`src/rtl/fir_xifu_pkg.sv`:
```
// Shared types, default sizing and output scaling for the FIR XIFU MAC engine.
// Define FIR_XIFU_SATURATE_EN to clamp results instead of wrapping them.
package fir_xifu_pkg;

   typedef enum logic [1:0] {
      MAC_IDLE,
      MAC_RUN,
      MAC_OUT
   } fir_xifu_mac_state_t;

   localparam int FIR_NUM_TAPS     = 8;
   localparam int FIR_NUM_CHANNELS = 2;
   localparam int FIR_DATA_WIDTH   = 16;
   localparam int FIR_ACC_WIDTH    = 40;
   localparam int FIR_OUT_SHIFT    = 15;
   localparam int FIR_SCALE_W      = 64;

   // Caller keeps the low data_width bits; plain truncation gives two's-complement wrap.
   function automatic logic signed [FIR_SCALE_W-1:0] fir_xifu_scale(
      input logic signed [FIR_SCALE_W-1:0] acc,
      input int                            shift,
      input int                            data_width
   );
      logic signed [FIR_SCALE_W-1:0] y;
`ifdef FIR_XIFU_SATURATE_EN
      logic signed [FIR_SCALE_W-1:0] y_max;
      logic signed [FIR_SCALE_W-1:0] y_min;
`endif
      y = acc >>> shift;
`ifdef FIR_XIFU_SATURATE_EN
      y_max = (64'sd1 <<< (data_width - 1)) - 64'sd1;
      y_min = -y_max - 64'sd1;
      if (y > y_max) y = y_max;
      else if (y < y_min) y = y_min;
`else
      if (data_width < 1) y = '0;
`endif
      return y;
   endfunction

endpackage

```
`src/rtl/fir_xifu_ring_buffer.sv`:
```
// Per-channel circular store: write appends at a wrapping pointer, read is either
// absolute or counted backwards from the newest entry (READ_REL).
module fir_xifu_ring_buffer
   import fir_xifu_pkg::*;
#(
   parameter int NUM_CH   = FIR_NUM_CHANNELS,
   parameter int DEPTH    = FIR_NUM_TAPS,
   parameter int WIDTH    = FIR_DATA_WIDTH,
   parameter int CH_W     = 1,
   parameter int IDX_W    = $clog2(DEPTH),
   parameter int RST_PTR  = 0,
   parameter bit READ_REL = 1'b0
) (
   input  logic                    clk_i,
   input  logic                    rst_i,
   input  logic                    wr_en,
   input  logic [CH_W-1:0]         wr_ch,
   input  logic signed [WIDTH-1:0] wr_data,
   input  logic [CH_W-1:0]         rd_ch,
   input  logic [IDX_W-1:0]        rd_idx,
   output logic signed [WIDTH-1:0] rd_data
);

   logic signed [WIDTH-1:0] mem [NUM_CH][DEPTH];
   logic [IDX_W-1:0]        ptr [NUM_CH];
   logic [IDX_W-1:0]        rd_addr;

   // NOTE: contents are reset explicitly because a cleared bank is architecturally visible.
   // NOTE: sequential state uses non-blocking assignments only.
   always_ff @(posedge clk_i) begin
      if (rst_i) begin
         for (int c = 0; c < NUM_CH; c++) begin
            ptr[c] <= IDX_W'(RST_PTR);
            for (int i = 0; i < DEPTH; i++) mem[c][i] <= '0;
         end
      end else if (wr_en) begin
         mem[wr_ch][ptr[wr_ch]] <= wr_data;
         ptr[wr_ch]             <= ptr[wr_ch] + 1'b1;
      end
   end

   // Relative read: index 0 is the entry written most recently.
   assign rd_addr = READ_REL ? (ptr[rd_ch] - rd_idx - 1'b1) : rd_idx;
   assign rd_data = mem[rd_ch][rd_addr];

endmodule

```
`src/rtl/fir_xifu_mac_engine.sv`:
```
// Multi-channel FIR engine: one MAC per cycle over NUM_TAPS taps, result on valid/ready.
// Output reduction saturates when FIR_XIFU_SATURATE_EN is defined, otherwise wraps.
module fir_xifu_mac_engine
   import fir_xifu_pkg::*;
#(
   parameter int NUM_TAPS     = FIR_NUM_TAPS,
   parameter int NUM_CHANNELS = FIR_NUM_CHANNELS,
   parameter int DATA_WIDTH   = FIR_DATA_WIDTH,
   parameter int ACC_WIDTH    = FIR_ACC_WIDTH,
   parameter int OUT_SHIFT    = FIR_OUT_SHIFT,
   localparam int CH_W        = (NUM_CHANNELS > 1) ? $clog2(NUM_CHANNELS) : 1,
   localparam int IDX_W       = $clog2(NUM_TAPS)
) (
   input  logic                  clk_i,
   input  logic                  rst_i,
   input  logic                  tap_valid_i,
   output logic                  tap_ready_o,
   input  logic [CH_W-1:0]       tap_ch_i,
   input  logic [DATA_WIDTH-1:0] tap_data_i,
   input  logic                  sample_valid_i,
   output logic                  sample_ready_o,
   input  logic [CH_W-1:0]       sample_ch_i,
   input  logic [DATA_WIDTH-1:0] sample_data_i,
   output logic                  result_valid_o,
   input  logic                  result_ready_i,
   output logic [CH_W-1:0]       result_ch_o,
   output logic [DATA_WIDTH-1:0] result_data_o
);

   fir_xifu_mac_state_t state, state_nx;

   logic [CH_W-1:0]                ch_q;
   logic [IDX_W-1:0]               k_q;
   logic signed [ACC_WIDTH-1:0]    acc_q;
   logic signed [DATA_WIDTH-1:0]   tap_rd;
   logic signed [DATA_WIDTH-1:0]   hist_rd;
   logic signed [2*DATA_WIDTH-1:0] prod;
   logic                           tap_fire;
   logic                           sample_fire;

   assign tap_fire    = tap_valid_i & tap_ready_o;
   assign sample_fire = sample_valid_i & sample_ready_o;

   fir_xifu_ring_buffer #(
      .NUM_CH(NUM_CHANNELS), .DEPTH(NUM_TAPS), .WIDTH(DATA_WIDTH),
      .CH_W(CH_W), .IDX_W(IDX_W), .RST_PTR(0), .READ_REL(1'b0)
   ) u_taps (
      .clk_i(clk_i), .rst_i(rst_i),
      .wr_en(tap_fire), .wr_ch(tap_ch_i), .wr_data(tap_data_i),
      .rd_ch(ch_q), .rd_idx(k_q), .rd_data(tap_rd)
   );

   // History pointer resets to 1 so the head (pointer - 1) starts at slot 0.
   fir_xifu_ring_buffer #(
      .NUM_CH(NUM_CHANNELS), .DEPTH(NUM_TAPS), .WIDTH(DATA_WIDTH),
      .CH_W(CH_W), .IDX_W(IDX_W), .RST_PTR(1), .READ_REL(1'b1)
   ) u_hist (
      .clk_i(clk_i), .rst_i(rst_i),
      .wr_en(sample_fire), .wr_ch(sample_ch_i), .wr_data(sample_data_i),
      .rd_ch(ch_q), .rd_idx(k_q), .rd_data(hist_rd)
   );

   assign prod = tap_rd * hist_rd;

   always_ff @(posedge clk_i) begin
      if (rst_i) state <= MAC_IDLE;
      else       state <= state_nx;
   end

   // NOTE: every output of this block gets a default first, so no latches are inferred.
   always_comb begin
      state_nx       = state;
      tap_ready_o    = 1'b0;
      sample_ready_o = 1'b0;
      result_valid_o = 1'b0;
      case (state)
         MAC_IDLE: begin
            tap_ready_o    = 1'b1;
            sample_ready_o = 1'b1;
            if (sample_valid_i) state_nx = MAC_RUN;
         end
         MAC_RUN: begin
            if (k_q == IDX_W'(NUM_TAPS - 1)) state_nx = MAC_OUT;
         end
         MAC_OUT: begin
            result_valid_o = 1'b1;
            if (result_ready_i) state_nx = MAC_IDLE;
         end
         default: state_nx = MAC_IDLE;
      endcase
   end

   always_ff @(posedge clk_i) begin
      if (rst_i) begin
         ch_q  <= '0;
         k_q   <= '0;
         acc_q <= '0;
      end else begin
         case (state)
            MAC_IDLE: begin
               if (sample_fire) begin
                  ch_q  <= sample_ch_i;
                  k_q   <= '0;
                  acc_q <= '0;
               end
            end
            MAC_RUN: begin
               acc_q <= acc_q + ACC_WIDTH'(prod);
               k_q   <= k_q + 1'b1;
            end
            default: ;
         endcase
      end
   end

   assign result_ch_o   = ch_q;
   assign result_data_o = (state == MAC_OUT)
                        ? DATA_WIDTH'(fir_xifu_scale(FIR_SCALE_W'(acc_q), OUT_SHIFT, DATA_WIDTH))
                        : '0;

endmodule

```
`config.mk`:
```
export PLATFORM = sky130hd
export DESIGN_NAME = fir_xifu_mac_engine
export DESIGN_NICKNAME = d
export VERILOG_FILES = /design/src/rtl/fir_xifu_pkg.sv /design/src/rtl/fir_xifu_ring_buffer.sv /design/src/rtl/fir_xifu_mac_engine.sv
export SDC_FILE = /design/constraint.sdc
export NUM_CORES = 1
export LEC_CHECK = 0
export ABC_AREA = 1
export CORE_MARGIN = 2
export CORE_UTILIZATION = 40
export DETAILED_ROUTE_END_ITERATION = 10
export PLACE_DENSITY = 0.53
export SETUP_SLACK_MARGIN = 0.1
export SYNTH_ARGS = -nofsm -noshare
export SYNTH_HDL_FRONTEND = slang
export SYNTH_HIERARCHICAL = 1
export SYNTH_SLANG_ARGS = --single-unit
```
`constraint.sdc`:
```
create_clock -name clk_i -period 12.1 [get_ports clk_i]
set_clock_uncertainty 0.1 [all_clocks]
set_input_delay 1.21 -clock clk_i [delete_from_list [all_inputs] [get_ports clk_i]]
set_output_delay 1.21 -clock clk_i [all_outputs]
set_load 0.05 [all_outputs]
```
== Word level (Yosys, flattened, before mapping) ==
Memories as Yosys holds them, arrays and structs flattened. A register that Yosys moved wholly into a read port is not among the register bits.
Cells that the tools add are included.

* Register bits after elaboration: 46
* Latch bits: 0
* Memory bits (writable): 524
* Memory bits (read-only): 0
* Bits of input ports: 39
* Memories kept: 4

{| class="wikitable"
|+ Memories
! name !! depth !! width !! rd ports !! clocked after memory_dff !! write ports !! RTL line !! text
|-
| u_hist.mem || 2 || 128 || 1 || 1 || 2 || fir_xifu_ring_buffer.sv:24 || <nowiki>logic signed [WIDTH-1:0] mem [NUM_CH][DEPTH];</nowiki>
|-
| u_taps.mem || 2 || 128 || 1 || 1 || 2 || fir_xifu_ring_buffer.sv:24 ||
|-
| u_hist.ptr || 2 || 3 || 2 || 1 || 2 || fir_xifu_ring_buffer.sv:25 || <nowiki>logic [IDX_W-1:0] ptr [NUM_CH];</nowiki>
|-
| u_taps.ptr || 2 || 3 || 1 || 0 || 2 || fir_xifu_ring_buffer.sv:25 ||
|}

* $add $sub $neg: 6
* $mul: 1
* Div/mod/pow operators: 0
* Order comparisons: 6
* Eq/ne operators: 7
* Shifts and indexed selects: 0
* Multiplexer cells: 49
* Bitwise operators: 6
* Reductions and logical operators: 11

{| class="wikitable"
|+ Operator list
! operator !! count
|-
| 2-to-1 mux 128 bit || 6
|-
| OR reduction 128 bit || 2
|-
| 2-to-1 mux 16 bit || 7
|-
| binary-select mux 16 bit (select 3 bit) || 2
|-
| demux 16 bit (select 3 bit) || 2
|-
| one-hot mux 40 bit (2 select lines) || 1
|-
| adder 40 x 32 -> 40 bit || 1
|-
| 2-to-1 mux 40 bit || 1
|-
| multiplier 16 x 16 -> 32 bit || 1
|-
| 2-to-1 mux 1 bit || 22
|-
| greater-or-equal comparator 4 bit, second input constant || 4
|-
| NOT 3 -> 4 bit || 4
|-
| adder 3 x 1 -> 3 bit, second input constant || 3
|-
| 2-to-1 mux 3 bit || 3
|-
| < comparator 4 x 1 -> 1 bit, second input constant || 2
|-
| inequality test 2 bit, second input constant || 4
|-
| 2-to-1 mux 2 bit || 3
|-
| one-hot mux 2 bit (3 select lines) || 1
|-
| one-hot mux 3 bit (2 select lines) || 1
|-
| OR reduction 3 bit || 2
|-
| AND reduction 2 bit || 2
|-
| == test 3 bit, second input constant || 1
|-
| AND reduction 3 bit || 1
|-
| subtractor 3 x 1 -> 3 bit, second input constant || 1
|-
| 7 further kinds || 9
|}

== Logic depth before layout (Yosys ltp) ==
Gate-level depths: netlist of the first run.

* Depth in word-level cells: 9
* Mapped depth: 45
* Gate-level depth less buffers: 40

== By module ==
Netlist of the first run, hierarchy kept.

{| class="wikitable"
|+ Modules (own cells, without submodules)
! module !! instances !! cells each !! area an instance (um^2) !! sequential area each (um^2)
|-
| fir_xifu_mac_engine || 1 || 1703 || 12976.2 || 740.7
|-
| fir_xifu_ring_buffer at u_hist || 1 || 1362 || 12538.3 || 7867.5
|-
| fir_xifu_ring_buffer at u_taps || 1 || 1314 || 12385.6 || 7867.5
|}

== Least setup slack after synthesis of the first run ==
Ideal clock, no wire load.

* Path type: register to register
* Start: register result_ch_o (netlist name)
* End: register acc_q[30]
* Library setup time: 0.131 ns
* Arrival: 8.003 ns
* Required time: 11.869 ns
* Setup slack: 3.866 ns
* Stages on the path, launching flop included: 41
* Buffers on the path: 6
* Period minus slack after synthesis: 8.234 ns
* Path through: dfxtp_1 buf_2 inv_2 buf_2 buf_1 nand2_1 nand2_1 ha_1 fa_1 nand2_1 nand2_1 nand2_1 inv_1 nor2_1 buf_2 nand3_1 nand2_1 clkbuf_1 (+5 left out) inv_1 fa_1 fa_1 inv_1 fa_1 inv_1 fa_1 inv_1 ha_1 nand2_1 nor2_1 nand2_1 nor3_2 nand2_1 nand3_1 nand3_2 nand3_2 a21oi_2

{| class="wikitable"
|+ RTL lines
! item !! RTL line !! text
|-
| end signal: assignment || fir_xifu_mac_engine.sv:108 || <nowiki>acc_q <= acc_q + ACC_WIDTH'(prod);</nowiki>
|-
| end: declaration || fir_xifu_mac_engine.sv:34 || <nowiki>logic signed [ACC_WIDTH-1:0] acc_q;</nowiki>
|}

==> flow_summary.html, run 1 <==
<table>
<tr><th>Metric</th><th>Value</th></tr>
<tr><th colspan="2">Outcome</th></tr>
<tr><td>Status</td><td>finished clean</td></tr>
<tr><th colspan="2">Place</th></tr>
<tr><td>IO buf count</td><td>58</td></tr>
<tr><td>Instance area at placement</td><td>39500 um^2</td></tr>
<tr><td>GP Congestion</td><td>a little over 0.9</td></tr>
<tr><td>DPL Wire Length</td><td>70300 um</td></tr>
<tr><th colspan="2">Layout</th></tr>
<tr><td>Share of post-route cells with drive strength above 1</td><td>5.53%</td></tr>
<tr><td>Final-layout fill cell count</td><td>roughly 9000</td></tr>
<tr><td>Area growth from synthesis to layout</td><td>9.47%</td></tr>
<tr><td>Total number of nets in the final design</td><td>about 4800</td></tr>
<tr><td>Final non-filler cell area</td><td>41500 um^2</td></tr>
<tr><td>Diodes inserted</td><td>0</td></tr>
<tr><th colspan="2">Routing</th></tr>
<tr><td>Count of antenna-violating nets left after detailed routing</td><td>0</td></tr>
<tr><td>Wire length on met1</td><td>about 50000 um</td></tr>
<tr><td>Final routed wire length divided by cell count</td><td>approximately 19 um</td></tr>
<tr><td>Vias per cell</td><td>between 4 and 5</td></tr>
<tr><td>Number of design-rule violations left by the first detailed-router iteration</td><td>2396</td></tr>
<tr><td>Via count</td><td>roughly 28000</td></tr>
<tr><td>Residual DRC count</td><td>0</td></tr>
<tr><td>Highest routed layer</td><td>met4</td></tr>
<tr><td>Length of routed met2 wiring</td><td>around 48000 um</td></tr>
<tr><td>Length of routed met3 wiring</td><td>7160 um</td></tr>
<tr><td>First-pass DRT Iterations</td><td>6</td></tr>
<tr><td>Overall routed net length</td><td>108000 um</td></tr>
<tr><th colspan="2">Floorplan</th></tr>
<tr><td>Die boundary width</td><td>about 310 um</td></tr>
<tr><td>Floorplan core area</td><td>roughly 94000 um^2</td></tr>
<tr><td>Die outline area</td><td>between 90000 and 100000 um^2</td></tr>
<tr><td>Standard-cell row count</td><td>~110</td></tr>
<tr><td>Chip height</td><td>just over 300 um</td></tr>
<tr><td>Effective utilization at floorplan</td><td>between 40% and 50%</td></tr>
<tr><td>I/O pin cnt</td><td>59</td></tr>
<tr><th colspan="2">Global routing</th></tr>
<tr><td>Maximum number of pins on one net before global-route repair</td><td>between 80 and 90</td></tr>
<tr><td>Initial antenna violation count</td><td>0</td></tr>
<tr><td>Wire length of the first global-routing pass</td><td>168000 um</td></tr>
<tr><td>Sum of overflow across all layers after global routing</td><td>0</td></tr>
<tr><td>Vias in the first global route</td><td>about 28000</td></tr>
<tr><td>Combined global-route utilization of all metal layers</td><td>a little under a quarter</td></tr>
<tr><th colspan="2">Logic synthesis</th></tr>
<tr><td>Fraction of registers with async set or reset after synthesis</td><td>0%</td></tr>
<tr><td>Mean post-synth cell area</td><td>roughly 8.7 um^2</td></tr>
<tr><td>Number of instances in the synthesized netlist</td><td>between 4000 and 5000</td></tr>
<tr><td>Number of distinct library cells after synthesis</td><td>between 40 and 50</td></tr>
<tr><td>Post-Synthesis Net Count</td><td>just under 5000</td></tr>
<tr><td>Share of synthesized area occupied by flip-flops and latches</td><td>around 43%</td></tr>
<tr><td>Total of warnings raised by yosys</td><td>6</td></tr>
<tr><td>Synth area leaders</td><td>sky130_fd_sc_hd__edfxtp_1 (42%), sky130_fd_sc_hd__fa_1 (15%), sky130_fd_sc_hd__nand2_1 (11%)</td></tr>
<tr><td>Flip-flop and latch count after synthesis</td><td>between 500 and 600</td></tr>
<tr><td>Largest area contributor in the synthesized netlist</td><td>sky130_fd_sc_hd__edfxtp_1</td></tr>
<tr><td>Cell area after synthesis</td><td>around 38000 um^2</td></tr>
<tr><td>Number of synthesized flops with an enable pin</td><td>524</td></tr>
<tr><td>Portion of synthesized cell area occupied by the leading cell type</td><td>between 40 and 50%</td></tr>
<tr><td>Dominant register cell in the synthesized netlist</td><td>sky130_fd_sc_hd__edfxtp_1</td></tr>
<tr><th colspan="2">Timing</th></tr>
<tr><td>Worst Hold Margin</td><td>between 0.3 and 0.4 ns</td></tr>
<tr><td>RSZ-0062 raised after global routing</td><td>no</td></tr>
<tr><td>Final worst-path cycle share</td><td>between 80% and 90%</td></tr>
<tr><td>Setup TNS</td><td>0 ns</td></tr>
<tr><td>Worst-Margin Slew</td><td>around 1.2 ns</td></tr>
<tr><td>Final-report max-slew violation count</td><td>0</td></tr>
<tr><td>Final Setup Violations</td><td>0</td></tr>
<tr><td>Final period demand of the worst path</td><td>a little under 10 ns</td></tr>
<tr><td>Hold Vio Cnt, Final</td><td>0</td></tr>
<tr><td>Worst rel slew slack</td><td>between 20% and 30%</td></tr>
<tr><td>Maximum operating frequency</td><td>roughly 100 MHz</td></tr>
<tr><th colspan="2">Setup path</th></tr>
<tr><td>Crit Path Class</td><td>reg2reg</td></tr>
<tr><td>Cell at the slowest stage of the critical path</td><td>sky130_fd_sc_hd__dfxtp_4</td></tr>
<tr><td>Crit path DAT</td><td>roughly 10 ns</td></tr>
<tr><td>Cell occurring most often along the worst timing path</td><td>sky130_fd_sc_hd__fa_1</td></tr>
<tr><td>Crit-path max FO</td><td>a little under 70</td></tr>
<tr><td>Startpoint Class</td><td>flip-flop</td></tr>
<tr><td>Largest stage delay on the critical path</td><td>0.85 ns</td></tr>
<tr><td>Data required time at the worst endpoint</td><td>12.46 ns</td></tr>
<tr><td>Type of element capturing the critical path</td><td>flip-flop</td></tr>
<tr><td>Flop2flop setup slack</td><td>about 2.2 ns</td></tr>
<tr><th colspan="2">CTS</th></tr>
<tr><td>Clock-pin transition on the worst setup and hold timing paths</td><td>0.06 ns</td></tr>
<tr><td>Number of H-tree levels</td><td>3</td></tr>
<tr><td>Number of buffers added by the clock tree synthesis step</td><td>66</td></tr>
<tr><td>CTS tree</td><td>built</td></tr>
<tr><td>Number of sinks driven by the clock tree</td><td>roughly 560</td></tr>
<tr><td>Hold buffer count at cts</td><td>0</td></tr>
<tr><td>Clk Tree Root Cell</td><td>sky130_fd_sc_hd__clkbuf_16</td></tr>
<tr><td>Setup repair bufs after CTS</td><td>0</td></tr>
<tr><td>Clock insertion delay at the later pin of the skew report</td><td>around 0.64 ns</td></tr>
<tr><td>Number of gates resized after cts</td><td>0</td></tr>
<tr><td>Maximum clock insertion buffer count</td><td>3</td></tr>
<tr><th colspan="2">Flow run</th></tr>
<tr><td>Number of maximum-capacitance constraint violations</td><td>0</td></tr>
<tr><th colspan="2">Hold path</th></tr>
<tr><td>Min-delay worst type</td><td>reg2reg</td></tr>
</table>
-- layer usage --
| metal | GRT usage [%] | vias up |
|---|---|---|
| met2 | 35.2 | 897 |
| met5 | 0 | - |
| met1 | 32.9 | 13329 |
| li1 | - | 13215 |
| met4 | 5.90 | 0 |
| met3 | 3.07 | 153 |
-- worst max-delay path, delay by kind of cell (launching register included) --
family,cells,cell delay [ns]
AOI/OAI and AO/OA,1,0.07
adders and majority gates,9,4.42
DFF,1,0.85
and+or+nand+nor,12,2.29
buffers and inverters,7,1.86
-- area by class of cell --
class / instances / area (um^2) / area share [%]
flip-flops and latches: 561 / 16500 / 39.7
clock buffers: 83 / 1750 / 4.21
clock inverters: 30 / 287 / 0.691
well taps: 1254 / 1570 / 3.78
inverters: 1032 / 3880 / 9.36
multi-input cells: 2588 / 16700 / 40.1
repair buffers: 97 / 868 / 2.09
-- registers in the layout, summed over array words and instances, names as in the netlist --
signal,count
u_hist/mem,256
acc_q,31
result_ch_o,1
u_taps/mem,256
u_hist/ptr,6
state,2
u_taps/ptr,6
k_q,3
-- stage by stage --
stage	util (%)	std cells	setup WS [ns]
floorplan	-	4379	3.87
global placement	42.1	5532	2.43
detailed placement	42.1	5532	2.34
CTS	44.3	5645	2.31
global route	44.3	5645	1.79
finish	44.3	5645	2.24
-- cells in the final DEF, fill, tap and decap left out, drive strengths merged --
cell           count
o21bai             4
nand3b             1
nand2           1134
fa               286
clkinvlp           1
or2               10
xor2               2
a21o               2
edfxtp           524
nand4             13
clkbuf            83
nand3            469
xnor2              4
ha               100
clkinv            46
nor2             425
buf               40
a21oi             88
inv             1015
nor3               6
dfxtp             37
nor3b              1
o21ai             40
a31oi              1
clkdlybuf4s50     57
a21boi             2
-- cells in the mapped netlist (2+ instances only) --
cell type	n
sky130_fd_sc_hd__nand2_1	1107
sky130_fd_sc_hd__inv_1	1002
sky130_fd_sc_hd__edfxtp_1	524
sky130_fd_sc_hd__nand3_1	447
sky130_fd_sc_hd__nor2_1	403
sky130_fd_sc_hd__fa_1	286
sky130_fd_sc_hd__clkbuf_1	110
sky130_fd_sc_hd__ha_1	100
sky130_fd_sc_hd__a21oi_1	84
sky130_fd_sc_hd__dfxtp_1	37
sky130_fd_sc_hd__buf_2	34
sky130_fd_sc_hd__o21ai_0	32
sky130_fd_sc_hd__buf_1	31
sky130_fd_sc_hd__nand2_2	19
sky130_fd_sc_hd__clkinv_1	17
sky130_fd_sc_hd__buf_6	16
sky130_fd_sc_hd__nor2_2	14
sky130_fd_sc_hd__inv_2	12
sky130_fd_sc_hd__nand4_1	12
sky130_fd_sc_hd__nand3_2	11
sky130_fd_sc_hd__nand3_4	11
sky130_fd_sc_hd__nand2_4	8
sky130_fd_sc_hd__buf_4	7
sky130_fd_sc_hd__nor2_4	7
sky130_fd_sc_hd__or2_2	7
sky130_fd_sc_hd__a21oi_2	4
sky130_fd_sc_hd__nor3_2	4
sky130_fd_sc_hd__o21ai_1	4
sky130_fd_sc_hd__o21ai_2	4
sky130_fd_sc_hd__o21bai_1	4
sky130_fd_sc_hd__xnor2_1	4
sky130_fd_sc_hd__a21o_1	2
sky130_fd_sc_hd__nor3_1	2
sky130_fd_sc_hd__or2_0	2
sky130_fd_sc_hd__xor2_1	2
-- logic make-up after synthesis --
kind of cell	Yosys count	share of synthesized area, %
xor+xnor	6	0.139
simple gates	2059	23.3
fa+ha+maj	386	18.4
compound gates	137	1.99
flops	561	43.5
buf+inv	1230	12.7
-- path summary, 6_finish.rpt --
| kind | startpoint | to | cells after the start |
|---|---|---|---|
| max | result_ch_o | acc_q[26] | 29 |
| min | acc_q[15] | acc_q[15] | 2 |
| max reg2reg | result_ch_o | acc_q[26] | 29 |
| min reg2reg | acc_q[15] | acc_q[15] | 2 |
Power of run 1 is not shown: default switching activity piles up to over one toggle a cycle in this logic, so the estimate is an artifact.
==> inputs of run 2 (changes only) <==
Settings changed: PLACE_DENSITY 0.53 to 0.55.
Clock period 12.1 ns to 8.5 ns, I/O delays scaled along.
==> run 2 against run 1 <==
Net effect:
- via count is 0.45% lower
- routed wire length is 3.6% lower
- register-to-register slack worse by 1.6 ns
- maximum frequency is 26% higher
- non-clock buffer count is 24 higher
- hold slack worse by 0.00050 ns
- die area stayed put
- final area is 0.85% higher
- clock-buffer cell count is 1 higher
- global-route usage is 0.87 points lower
- critical path depth is 5 higher
- critical path type unchanged
==> flow_summary.html, run 2 (same netlist as run 1, synthesis figures left out) <==
<table>
<tr><th>Metric</th><th>Value</th></tr>
<tr><th colspan="2">Floorplan</th></tr>
<tr><td>Chip height</td><td>312 um (unchanged)</td></tr>
<tr><td>Die outline area</td><td>97200 um^2 (unchanged)</td></tr>
<tr><td>Die boundary width</td><td>312 um (unchanged)</td></tr>
<tr><td>Floorplan core area</td><td>93600 um^2 (unchanged)</td></tr>
<tr><td>I/O pin cnt</td><td>59 (unchanged)</td></tr>
<tr><td>Standard-cell row count</td><td>112 (unchanged)</td></tr>
<tr><td>Effective utilization at floorplan</td><td>40.5% (unchanged)</td></tr>
<tr><th colspan="2">Setup path</th></tr>
<tr><td>Crit-path leading delay family</td><td>adder cells</td></tr>
<tr><td>Crit Path Class</td><td>reg2reg</td></tr>
<tr><td>Startpoint Class</td><td>flip-flop</td></tr>
<tr><td>Largest stage delay on the critical path</td><td>0.54 ns (-0.31 ns)</td></tr>
<tr><td>Crit-path max FO</td><td>16 (-76%)</td></tr>
<tr><td>Cell occurring most often along the worst timing path</td><td>sky130_fd_sc_hd__nand2_1</td></tr>
<tr><td>Crit path depth</td><td>34 (+17%)</td></tr>
<tr><td>Sum of buffers and inverters on the critical path</td><td>8 (+1)</td></tr>
<tr><td>Cell at the slowest stage of the critical path</td><td>sky130_fd_sc_hd__fa_1</td></tr>
<tr><td>Type of element capturing the critical path</td><td>flip-flop</td></tr>
<tr><td>Crit path DAT</td><td>8.24 ns (-1.98 ns)</td></tr>
<tr><td>Data required time at the worst endpoint</td><td>8.92 ns (-3.54 ns)</td></tr>
<tr><td>Reg2reg path depth</td><td>34 (+17%)</td></tr>
<tr><th colspan="2">Routing</th></tr>
<tr><td>Final routed wire length divided by cell count</td><td>18.4 um (-4.2%)</td></tr>
<tr><td>Via count</td><td>27471 (-0.45%)</td></tr>
<tr><td>Highest routed layer</td><td>met4</td></tr>
<tr><td>Count of antenna-violating nets left after detailed routing</td><td>0 (unchanged)</td></tr>
<tr><td>Length of routed met3 wiring</td><td>8060 um (+12%)</td></tr>
<tr><td>Wire length on met1</td><td>47200 um (-5.5%)</td></tr>
<tr><td>Overall routed net length</td><td>104000 um (-3.6%)</td></tr>
<tr><td>Vias per cell</td><td>4.84 (-0.99%)</td></tr>
<tr><td>First-pass DRT Iterations</td><td>7 (+1)</td></tr>
<tr><td>Length of routed met2 wiring</td><td>46700 um (-3.7%)</td></tr>
<tr><td>Number of design-rule violations left by the first detailed-router iteration</td><td>2312 (-3.5%)</td></tr>
<tr><td>Residual DRC count</td><td>0 (unchanged)</td></tr>
<tr><th colspan="2">Timing</th></tr>
<tr><td>Final Setup Violations</td><td>0 (unchanged)</td></tr>
<tr><td>RSZ-0062 raised after global routing</td><td>no</td></tr>
<tr><td>Final period demand of the worst path</td><td>7.82 ns (-2.04 ns)</td></tr>
<tr><td>Setup TNS</td><td>0 ns (unchanged)</td></tr>
<tr><td>Maximum operating frequency</td><td>128 MHz (+26%)</td></tr>
<tr><td>Final worst-path cycle share</td><td>92.0% (+11 points)</td></tr>
<tr><td>Hold Vio Cnt, Final</td><td>0 (unchanged)</td></tr>
<tr><td>Worst-Margin Slew</td><td>1.34 ns (+0.150 ns)</td></tr>
<tr><td>Worst Hold Margin</td><td>0.369 ns (-0.000504 ns)</td></tr>
<tr><td>Worst rel slew slack</td><td>10.4% (-9.9 points)</td></tr>
<tr><td>Final-report max-slew violation count</td><td>0 (unchanged)</td></tr>
<tr><th colspan="2">Place</th></tr>
<tr><td>Instance area at placement</td><td>39700 um^2 (+0.60%)</td></tr>
<tr><td>DPL Wire Length</td><td>69700 um (-0.96%)</td></tr>
<tr><td>GP Congestion</td><td>0.879 (-5.7%)</td></tr>
<tr><td>IO buf count</td><td>58 (unchanged)</td></tr>
<tr><th colspan="2">Global routing</th></tr>
<tr><td>Sum of overflow across all layers after global routing</td><td>0 (unchanged)</td></tr>
<tr><td>Maximum number of pins on one net before global-route repair</td><td>134 (+65%)</td></tr>
<tr><td>Vias in the first global route</td><td>27648 (+0.28%)</td></tr>
<tr><td>Initial antenna violation count</td><td>0 (unchanged)</td></tr>
<tr><td>Wire length of the first global-routing pass</td><td>163000 um (-3.2%)</td></tr>
<tr><td>Combined global-route utilization of all metal layers</td><td>21.7% (-0.87 points)</td></tr>
<tr><th colspan="2">Layout</th></tr>
<tr><td>Biggest registers after layout</td><td>u_hist/mem (256), u_taps/mem (256), acc_q (31)</td></tr>
<tr><td>Share of post-route cells with drive strength above 1</td><td>6.31% (+0.78 points)</td></tr>
<tr><td>Highest-count cells in the layout ignoring fill and taps</td><td>sky130_fd_sc_hd__nand2_1 (1107), sky130_fd_sc_hd__inv_1 (1001), sky130_fd_sc_hd__edfxtp_1 (524)</td></tr>
<tr><td>Diodes inserted</td><td>0 (unchanged)</td></tr>
<tr><td>Area of the multi-input gates</td><td>16700 um^2 (+0.12%)</td></tr>
<tr><td>Final-layout fill cell count</td><td>9292 (+0.28%)</td></tr>
<tr><td>Leading cell type in the layout, fill and taps excluded</td><td>sky130_fd_sc_hd__nand2_1</td></tr>
<tr><td>Final non-filler cell area</td><td>41800 um^2 (+0.85%)</td></tr>
<tr><td>Area occupied by registers</td><td>16500 um^2 (unchanged)</td></tr>
<tr><td>Area growth from synthesis to layout</td><td>10.4%</td></tr>
<tr><td>Total number of nets in the final design</td><td>4796 (+0.52%)</td></tr>
<tr><th colspan="2">Flow run</th></tr>
<tr><td>Number of maximum-capacitance constraint violations</td><td>0 (unchanged)</td></tr>
<tr><th colspan="2">CTS</th></tr>
<tr><td>Maximum clock insertion buffer count</td><td>3 (unchanged)</td></tr>
<tr><td>Clock insertion delay at the later pin of the skew report</td><td>0.61 ns (-0.03 ns)</td></tr>
<tr><td>Setup repair bufs after CTS</td><td>0 (unchanged)</td></tr>
<tr><td>Number of H-tree levels</td><td>3 (unchanged)</td></tr>
<tr><td>CTS tree</td><td>built</td></tr>
<tr><td>Clk Tree Root Cell</td><td>sky130_fd_sc_hd__clkbuf_16</td></tr>
<tr><td>Number of buffers added by the clock tree synthesis step</td><td>67 (+1.5%)</td></tr>
<tr><td>Number of sinks driven by the clock tree</td><td>561 (unchanged)</td></tr>
<tr><td>Number of gates resized after cts</td><td>0 (unchanged)</td></tr>
<tr><td>Clock-pin transition on the worst setup and hold timing paths</td><td>0.05 ns (about the same)</td></tr>
<tr><td>Hold buffer count at cts</td><td>0 (unchanged)</td></tr>
<tr><th colspan="2">Hold path</th></tr>
<tr><td>Worst Hold Path Cells</td><td>2 (unchanged)</td></tr>
<tr><td>Min-delay worst type</td><td>reg2reg</td></tr>
<tr><th colspan="2">Outcome</th></tr>
<tr><td>Status</td><td>finished clean</td></tr>
</table>
[run 2: metrics by stage]
| step | setup WS [ns] | std cells | utilization [%] |
|---|---|---|---|
| 4_1_cts | 0.589 | 5676 | 44.7 |
| 6_report | 0.679 | 5676 | 44.7 |
| 3_3_place_gp | 0.607 | 5556 | 42.4 |
| 5_1_grt | 0.173 | 5676 | 44.7 |
| 2_1_floorplan | 0.266 | 4379 | - |
| 3_5_place_dp | 0.580 | 5556 | 42.4 |
[run 2: worst min-delay path: stages, from the launching register on]
cell	delay, ns
sky130_fd_sc_hd__dfxtp_1	0.31
sky130_fd_sc_hd__nand2_1	0.06
sky130_fd_sc_hd__a21oi_1	0.05
[run 2: worst paths after layout]
check / start / endpoint / slack [ns]
worst min-delay path: acc_q[0] / acc_q[0] / 0.37
worst max-delay path: u_hist/ptr[1][0] / acc_q[27] / 0.68
worst max register to register: u_hist/ptr[1][0] / acc_q[27] / 0.68
worst min register to register: acc_q[0] / acc_q[0] / 0.37
[run 2: layout make-up]
class,instances,area share [%]
clock buffer,84,4.34
clock inverter,36,0.786
inverter,1032,9.29
multi-input combinational,2588,39.8
sequential,561,39.4
tap,1254,3.75
timing repair buffer,121,2.60
[run 2: per-layer routing]
metal | GRT usage (%) | vias up
met2 | 34.0 | 873
met3 | 4.10 | 159
li1 | - | 13278
met5 | 0 | -
met4 | 5.70 | 0
met1 | 30.8 | 13161
Power of run 2 is left out for the same reason.
